==> src/rtl/video_frame_sequencer.sv <==
// Frames an unframed pixel beat stream into AXI4-Stream video (tuser = SOF, tlast = EOL).
// Optional VIDEO_FRAME_SEQUENCER_UNDERRUN_CNT_EN adds a saturating source-underrun cycle counter.
module video_frame_sequencer #(
  parameter int DATA_W = 32,
  parameter int CNT_W  = 12
) (
  input  logic              aclk,
  input  logic              reset,
  input  logic              enable,
  input  logic [CNT_W-1:0]  hsize,
  input  logic [CNT_W-1:0]  vsize,
  input  logic [DATA_W-1:0] src_tdata,
  input  logic              src_tvalid,
  output logic              src_tready,
  output logic [DATA_W-1:0] m_axis_vid_tdata,
  output logic              m_axis_vid_tvalid,
  input  logic              m_axis_vid_tready,
  output logic              m_axis_vid_tuser,
  output logic              m_axis_vid_tlast,
  output logic              frame_done,
  output logic              busy
`ifdef VIDEO_FRAME_SEQUENCER_UNDERRUN_CNT_EN
  ,
  output logic [15:0]       underrun_count
`endif
);

  typedef enum logic [1:0] {IDLE, ACTIVE, DRAIN} state_t;

  state_t              state_q, state_d;
  logic [CNT_W-1:0]    x_q, x_d;
  logic [CNT_W-1:0]    y_q, y_d;
  logic [CNT_W-1:0]    hs_q, hs_d;
  logic [CNT_W-1:0]    vs_q, vs_d;
  logic [DATA_W-1:0]   tdata_q, tdata_d;
  logic                tvalid_q, tvalid_d;
  logic                tuser_q, tuser_d;
  logic                tlast_q, tlast_d;
  logic                frame_done_q, frame_done_d;

  logic                sizes_ok;
  logic                out_free;
  logic                accept;
  logic                x_last;
  logic                y_last;

  assign sizes_ok = enable && (hsize != '0) && (vsize != '0);
  assign out_free = !tvalid_q || m_axis_vid_tready;
  assign accept   = src_tvalid && src_tready;
  assign x_last   = (x_q == hs_q - 1'b1);
  assign y_last   = (y_q == vs_q - 1'b1);

  assign src_tready        = (state_q == ACTIVE) && out_free;
  assign m_axis_vid_tdata  = tdata_q;
  assign m_axis_vid_tvalid = tvalid_q;
  assign m_axis_vid_tuser  = tuser_q;
  assign m_axis_vid_tlast  = tlast_q;
  assign frame_done        = frame_done_q;
  assign busy              = (state_q != IDLE);

  always_comb begin
    state_d      = state_q;
    x_d          = x_q;
    y_d          = y_q;
    hs_d         = hs_q;
    vs_d         = vs_q;
    tdata_d      = tdata_q;
    tvalid_d     = tvalid_q;
    tuser_d      = tuser_q;
    tlast_d      = tlast_q;
    frame_done_d = 1'b0;

    case (state_q)
      IDLE: begin
        if (sizes_ok) begin
          hs_d    = hsize;
          vs_d    = vsize;
          x_d     = '0;
          y_d     = '0;
          state_d = ACTIVE;
        end
      end

      ACTIVE: begin
        if (accept) begin
          tdata_d  = src_tdata;
          tvalid_d = 1'b1;
          tuser_d  = (x_q == '0) && (y_q == '0);
          tlast_d  = x_last;
          if (x_last) begin
            x_d = '0;
            if (y_last) begin
              y_d     = '0;
              state_d = DRAIN;
            end else begin
              y_d = y_q + 1'b1;
            end
          end else begin
            x_d = x_q + 1'b1;
          end
        end else if (m_axis_vid_tready) begin
          tvalid_d = 1'b0;
        end
      end

      DRAIN: begin
        if (m_axis_vid_tready) tvalid_d = 1'b0;
        // frame_done fires once the final beat has left the output register
        if (out_free) begin
          frame_done_d = 1'b1;
          if (sizes_ok) begin
            hs_d    = hsize;
            vs_d    = vsize;
            x_d     = '0;
            y_d     = '0;
            state_d = ACTIVE;
          end else begin
            state_d = IDLE;
          end
        end
      end

      default: state_d = IDLE;
    endcase
  end

  always_ff @(posedge aclk) begin
    if (reset) begin
      state_q      <= IDLE;
      x_q          <= '0;
      y_q          <= '0;
      hs_q         <= '0;
      vs_q         <= '0;
      tdata_q      <= '0;
      tvalid_q     <= 1'b0;
      tuser_q      <= 1'b0;
      tlast_q      <= 1'b0;
      frame_done_q <= 1'b0;
    end else begin
      state_q      <= state_d;
      x_q          <= x_d;
      y_q          <= y_d;
      hs_q         <= hs_d;
      vs_q         <= vs_d;
      tdata_q      <= tdata_d;
      tvalid_q     <= tvalid_d;
      tuser_q      <= tuser_d;
      tlast_q      <= tlast_d;
      frame_done_q <= frame_done_d;
    end
  end

`ifdef VIDEO_FRAME_SEQUENCER_UNDERRUN_CNT_EN
  logic [15:0] underrun_q, underrun_d;

  always_comb begin
    underrun_d = underrun_q;
    if ((state_q == ACTIVE) && out_free && !src_tvalid && (underrun_q != '1))
      underrun_d = underrun_q + 1'b1;
  end

  always_ff @(posedge aclk) begin
    if (reset) underrun_q <= '0;
    else       underrun_q <= underrun_d;
  end

  assign underrun_count = underrun_q;
`endif

endmodule

==> config.mk <==
export PLATFORM = sky130hd
export DESIGN_NAME = video_frame_sequencer
export DESIGN_NICKNAME = d
export VERILOG_FILES = /design/src/rtl/video_frame_sequencer.sv
export SDC_FILE = /design/constraint.sdc
export NUM_CORES = 1
export LEC_CHECK = 0
export BUFFER_PORTS_ARGS = -buffer_cell sky130_fd_sc_hd__buf_2
export CAP_MARGIN = 0
export CORE_MARGIN = 2
export CORE_UTILIZATION = 40
export CTS_BUF_LIST = sky130_fd_sc_hd__clkbuf_2
export DETAILED_ROUTE_END_ITERATION = 7
export SLEW_MARGIN = 20
export SYNTH_ARGS = -nofsm -noshare
export SYNTH_HDL_FRONTEND = slang
export SYNTH_SLANG_ARGS = --single-unit
export TNS_END_PERCENT = 5
==> constraint.sdc <==
create_clock -name aclk -period 5.1 [get_ports aclk]
set_input_delay 0.765 -clock aclk [delete_from_list [all_inputs] [get_ports aclk]]
set_output_delay 0.765 -clock aclk [all_outputs]
set_load 0.03 [all_outputs]
==> results of run 1 <==
==> final cells by class <==
cell class / count / area (um^2)
inverter: 18 / 67.6
multi-input combinational: 407 / 2480
tap: 140 / 175
clock inverter: 7 / 88.8
sequential: 86 / 1720
fill: 1125 / 5660
clock buffer: 9 / 45.0
timing repair buffer: 100 / 505
==> sequential cells by signal, summed over array words and instances (netlist names) <==
register and cells:
state_q 2, x_q 12, hs_q 12, y_q 12, m_axis_vid_tdata 32, vs_q 12, m_axis_vid_tlast 1, m_axis_vid_tvalid 1
m_axis_vid_tuser 1, frame_done 1
==> placed cells by master, fill, tap and decap left out, types with 13 or more instances in the layout <==
cell,instances
nor4_1,14
nor2_1,68
a21oi_1,46
nor3_1,18
xnor2_1,34
nand3_1,13
nand2_1,78
mux2i_1,26
buf_2,98
inv_1,18
dfxtp_1,86
==> worst min-delay path: stages <==
cell     delay (ps)
buf_2           100
nand2_1          40
a21oi_1          50
==> through the flow <==
| step | hold WS, ps | utilization | power, uW | instances | area (um^2) |
|---|---|---|---|---|---|
| 3_5_place_dp | 445 | 0.461 | 1670 | 751 | 4950 |
| 4_1_cts | 344 | 0.473 | 2080 | 767 | 5080 |
| 6_report | 391 | 0.473 | 2050 | 767 | 5090 |
| 5_1_grt | 333 | 0.473 | 2200 | 767 | 5090 |
| 2_1_floorplan | 481 | - | 1480 | 538 | 4380 |
| 3_3_place_gp | 439 | 0.461 | 1650 | 751 | 4950 |
==> how the worst max path moves through the flow <==
stage             start       to  slack, ps  cells after the start
5_1_grt         hs_q[0]   y_q[9]       1750                     10
4_1_cts         hs_q[0]   y_q[9]       2020                     10
3_3_place_gp   vsize[3]  hs_q[0]       2090                      8
2_1_floorplan   hs_q[0]   y_q[9]       2320                     12
6_report        hs_q[0]   y_q[9]       1980                     10
3_5_place_dp   vsize[4]  hs_q[5]       1990                      8
==> cell families (layout without fill, tap and decap cells) <==
logic type	Yosys count	after routing	synth area share
AO/OA/AOI/OAI	92	92	0.136
XOR/XNOR	42	42	0.0841
adder cells (fa/ha/maj)	10	10	0.0286
buffers and inverters	45	134	0.0426
flip-flops	86	86	0.393
multiplexers	26	26	0.0595
AND/OR/NAND/NOR	237	237	0.256
==> cells in the mapped netlist (2+ instances only) <==
library cell | instances | area [um^2]
xor2_1 | 8 | 70.1
nor4b_1 | 2 | 17.5
inv_1 | 18 | 67.6
nand4_1 | 8 | 50.1
o21ai_1 | 3 | 15.0
a21oi_1 | 46 | 230
dfxtp_1 | 86 | 1720
a311oi_1 | 2 | 17.5
nor4_1 | 14 | 87.6
or4_1 | 3 | 22.5
o41ai_1 | 2 | 17.5
nand3_1 | 13 | 65.1
o211ai_1 | 2 | 15.0
nand2b_1 | 5 | 31.3
nor2b_1 | 3 | 18.8
a211o_1 | 2 | 17.5
or3_1 | 7 | 43.8
nand2_1 | 79 | 297
and3_1 | 8 | 50.1
a31oi_1 | 6 | 37.5
xnor2_1 | 34 | 298
mux2i_1 | 26 | 260
buf_6 | 2 | 22.5
nor3_1 | 18 | 90.1
ha_1 | 10 | 125
nor2_1 | 68 | 255
clkbuf_1 | 23 | 86.3
o2bb2ai_1 | 3 | 26.3
nand4b_1 | 3 | 26.3
o31ai_1 | 2 | 15.0
o21ai_0 | 7 | 35.0
==> report_power, final <==
| group | total (uW) | switching (uW) | internal [uW] | leakage [uW] |
|---|---|---|---|---|
| Sequential | 841 | 87.2 | 754 | 0.000699 |
| Combinational | 817 | 498 | 319 | 0.00124 |
| Clock | 396 | 268 | 128 | 0.0000789 |
==> metal layers <==
metal	up-vias	wire, um	global-route usage
met4	0	169	0.0513
met3	17	389	0.0428
met2	87	5310	0.327
met1	1914	4790	0.228
li1	2037	-	-
met5	-	0	0
==> impl_metrics.ini, run 1 <==
[outcome]
status = completed

[setup_path]
timing.rr.start = hs_q[0]
start_kind = flop
r2r_setup_slack_ps = 1980
crit_arrival_ps = 3630
cp.buffers_inverters = 1
critical_path_class = flop to flop
crit_family = simple AND/OR/NAND/NOR gates
cpPeakStageDelay_ps = 560
crit_chain = inv_1, ha_1, nor2b_1, a311oi_1, a41oi_1, a22oi_2, a41oi_4, or2_4, or4b_1, a21oi_1
reg2reg_depth = 10
crit_required_ps = 5610
regToRegEndpoint = y_q[9]
endpoint_kind = flop
cpMaxStageDelayCell = dfxtp_1
path_max_fanout = 13

[global_routing]
grt_pass1_wl_um = 17600
antenna_found_initial = 0
first_global_vias = 3802
overflow = 0
grt_max_degree = 39
grt_usage = 0.186

[detailed_routing]
wl_per_cell_um = 13.9
first_pass_iters = 6
dr_total_vias = 4055
drc_errors = 0
wirelength_um = 10700
antenna_left = 0
viasPerCell = 5.29
drtIter0Drc = 214

[cells_and_area]
nets = 693
area_growth_syn_to_layout_pct = 16.3
n_antenna_cell = 0
drive_gt1_frac = 0.201

[yosys]
syn_area_mm2 = 0.00438
yosysSeqAreaShare = 0.393
synthFlopType = dfxtp_1
synth_warnings = 0
syn_area_per_cell_um2 = 8.13
syn_nets = 609
synth_seq_cells = 86
ys_types = 56
async_flop_share = 0
syn-instance-count = 538
synth_enable_flop_cells = 0

[power_and_ir_drop]
leakage_uw = 0.00201
power_density_mw_per_mm2 = 404
irDropWorstVdd_uv = 166

[sta]
finalHoldViolations = 0
slew_headroom = 0.396
rsz0062_at_grt = no
min_period_over_period = 0.612
drv_slew = 0
fin_ws_ps = 1980
setup_violations = 0
finalCriticalPeriod_ps = 3120
clock_skew_ps = 33.7
fin_setup_tns_ps = 0
tightestPinTransition_ps = 903
fmax_mhz = 320

[hold_path]
min_delay_path_depth = 3
hold_path_class = primary input to flop
hold_path_end = m_axis_vid_tdata[15]
hp-start = src_tdata[15]

[cts]
cts_root_buf = clkbuf_2
cts_made_buffers = 9
path_clk_slew_ps = 290
cts_tree = done
clk_latency_ps = 560
clockBufferDepth = 2
cts_resized = 0
post_cts_buffers = 0
htreeDepth = 3
cts_sinks = 86
hold_buffers = 0

[floorplan]
core_area_mm2 = 0.0107
floorplan.initialDensity = 0.407
die_y_um = 109
dieWidth_um = 109
dieArea_mm2 = 0.0118
io-pin-count = 99
fp-row-count = 38

[placement]
io_buffer_count = 98
pre_cts_ws_ps = 1990
place.gp.congestion = 0.897
hpwl_um = 7980

[job]
maxCapViolations = 0
No activity file was read; power rests on OpenSTA's default activity.
==> run 2: changes to the inputs <==
- clock period: 5.1 -> 3.25 ns (I/O delays scaled with it)
==> run 2 against run 1 <==
Maximum frequency grew 3.9%. Sequential cell count is the same. Combinational power grew 60%. Via count is essentially flat. Design area grew 0.39%.
==> impl_metrics.ini, run 2 (synthesized netlist as in run 1, its figures left out) <==
[cells_and_area]
final_util = 0.475
n_antenna_cell = 0
drive_gt1_frac = 0.206
nets = 698
largest_reg_flops = 32
mostFrequentLayoutCell = buf_2
final_cell_mix = buf_2 (98), dfxtp_1 (86), nand2_1 (79)
postLayoutCellArea_mm2 = 0.00511
area_growth_syn_to_layout_pct = 16.7
fillers = 1146

[detailed_routing]
drc_errors = 0
drtIter0Drc = 242
antenna_left = 0
first_pass_iters = 5
wirelength_um = 11000
viasPerCell = 5.26
dr_total_vias = 4057
wl_per_cell_um = 14.3

[power_and_ir_drop]
irDropWorstVdd_uv = 295
power.total_uw = 3200
leakage_uw = 0.00203
power_density_mw_per_mm2 = 626

[sta]
fin_ws_ps = 246
finalHoldViolations = 0
fin_setup_tns_ps = 0
tightestPinTransition_ps = 676
drv_slew = 0
min_period_over_period = 0.924
finalCriticalPeriod_ps = 3000
setup_violations = 0
fmax_mhz = 333
rsz0062_at_grt = no
slew_headroom = 0.546
clock_skew_ps = 33.9

[setup_path]
crit_required_ps = 3760
crit_family = simple AND/OR/NAND/NOR gates
r2r_setup_slack_ps = 250
critical_path_class = flop to flop
crit_chain = inv_1, ha_2, o21ai_1, or3_1, a211o_1, a22oi_2, a41oi_4, or2_4, or4b_1, a21oi_1
endpoint_kind = flop
cp.buffers_inverters = 1
cpPeakStageDelay_ps = 510
crit_arrival_ps = 3510
cp.depth = 10
reg2reg_depth = 10
cpMaxStageDelayCell = or4b_1
start_kind = flop
path_max_fanout = 13

[hold_path]
min_delay_path_depth = 3
hold_path_class = primary input to flop

[outcome]
status = completed

[global_routing]
grt_pass1_wl_um = 17900
grt_usage = 0.193
first_global_vias = 3755
antenna_found_initial = 0
grt_max_degree = 37
overflow = 0

[placement]
pre_cts_ws_ps = 281
hpwl_um = 8270
placed_cell_area_mm2 = 0.00499
place.gp.congestion = 0.872
io_buffer_count = 98

[cts]
htreeDepth = 3
path_clk_slew_ps = 250
cts_sinks = 86
cts_tree = done
cts_root_buf = clkbuf_2
clockBufferDepth = 2
clk_latency_ps = 580
cts_made_buffers = 9

[floorplan]
floorplan.initialDensity = 0.407
core_area_mm2 = 0.0107
io-pin-count = 99
fp-row-count = 38
dieArea_mm2 = 0.0118
die_y_um = 109
dieWidth_um = 109

[job]
maxCapViolations = 0
## run 2: path summary, 6_finish.rpt
| kind | from | end |
|---|---|---|
| hold / removal | src_tdata[16] | m_axis_vid_tdata[16] |
| setup reg to reg | hs_q[1] | y_q[9] |
| hold reg to reg | m_axis_vid_tuser | m_axis_vid_tuser |
| setup / recovery | hs_q[1] | y_q[9] |
## run 2: through the flow
stage	cells	hold WS (ps)
after detailed placement	756	444
after floorplan	538	481
final	772	95.0
after global placement	756	439
after global routing	772	44.5
after CTS	772	49.5
## run 2: layout make-up
| class | instances | area (um^2) | area share |
|---|---|---|---|
| Multi-Input combinational cell | 407 | 2480 | 0.486 |
| Sequential cell | 86 | 1720 | 0.337 |
| Timing Repair Buffer | 105 | 543 | 0.106 |
| Tap cell | 140 | 175 | 0.0343 |
| Clock inverter | 6 | 67.6 | 0.0132 |
| Inverter | 18 | 67.6 | 0.0132 |
| Clock buffer | 10 | 50.0 | 0.00980 |
## run 2: power by group
part	internal, uW	total [uW]	switching, uW
Sequential	1180	1320	134
Clock	184	575	391
Combinational	519	1310	787
## run 2: worst reg2reg max path: stages, from the launching register on
cell and delay [ps]:
dfxtp_1 430, inv_1 90, ha_2 240, o21ai_1 100, or3_1 360, a211o_1 310
a22oi_2 200, a41oi_4 210, or2_4 350, or4b_1 510, a21oi_1 140
## run 2: repair_timing
item                                    in CTS  in global routing
gates resized for setup                      0                  1
hold buffers                                 0                  0
endpoints found under the setup margin       0                  1
buffers inserted                             0                  0
## run 2: metal layers
layer | global-route usage | share of wire
met1 | 0.244 | 0.46
met2 | 0.329 | 0.49
met3 | 0.0319 | 0.034
met4 | 0.0705 | 0.017
met5 | 0 | 0
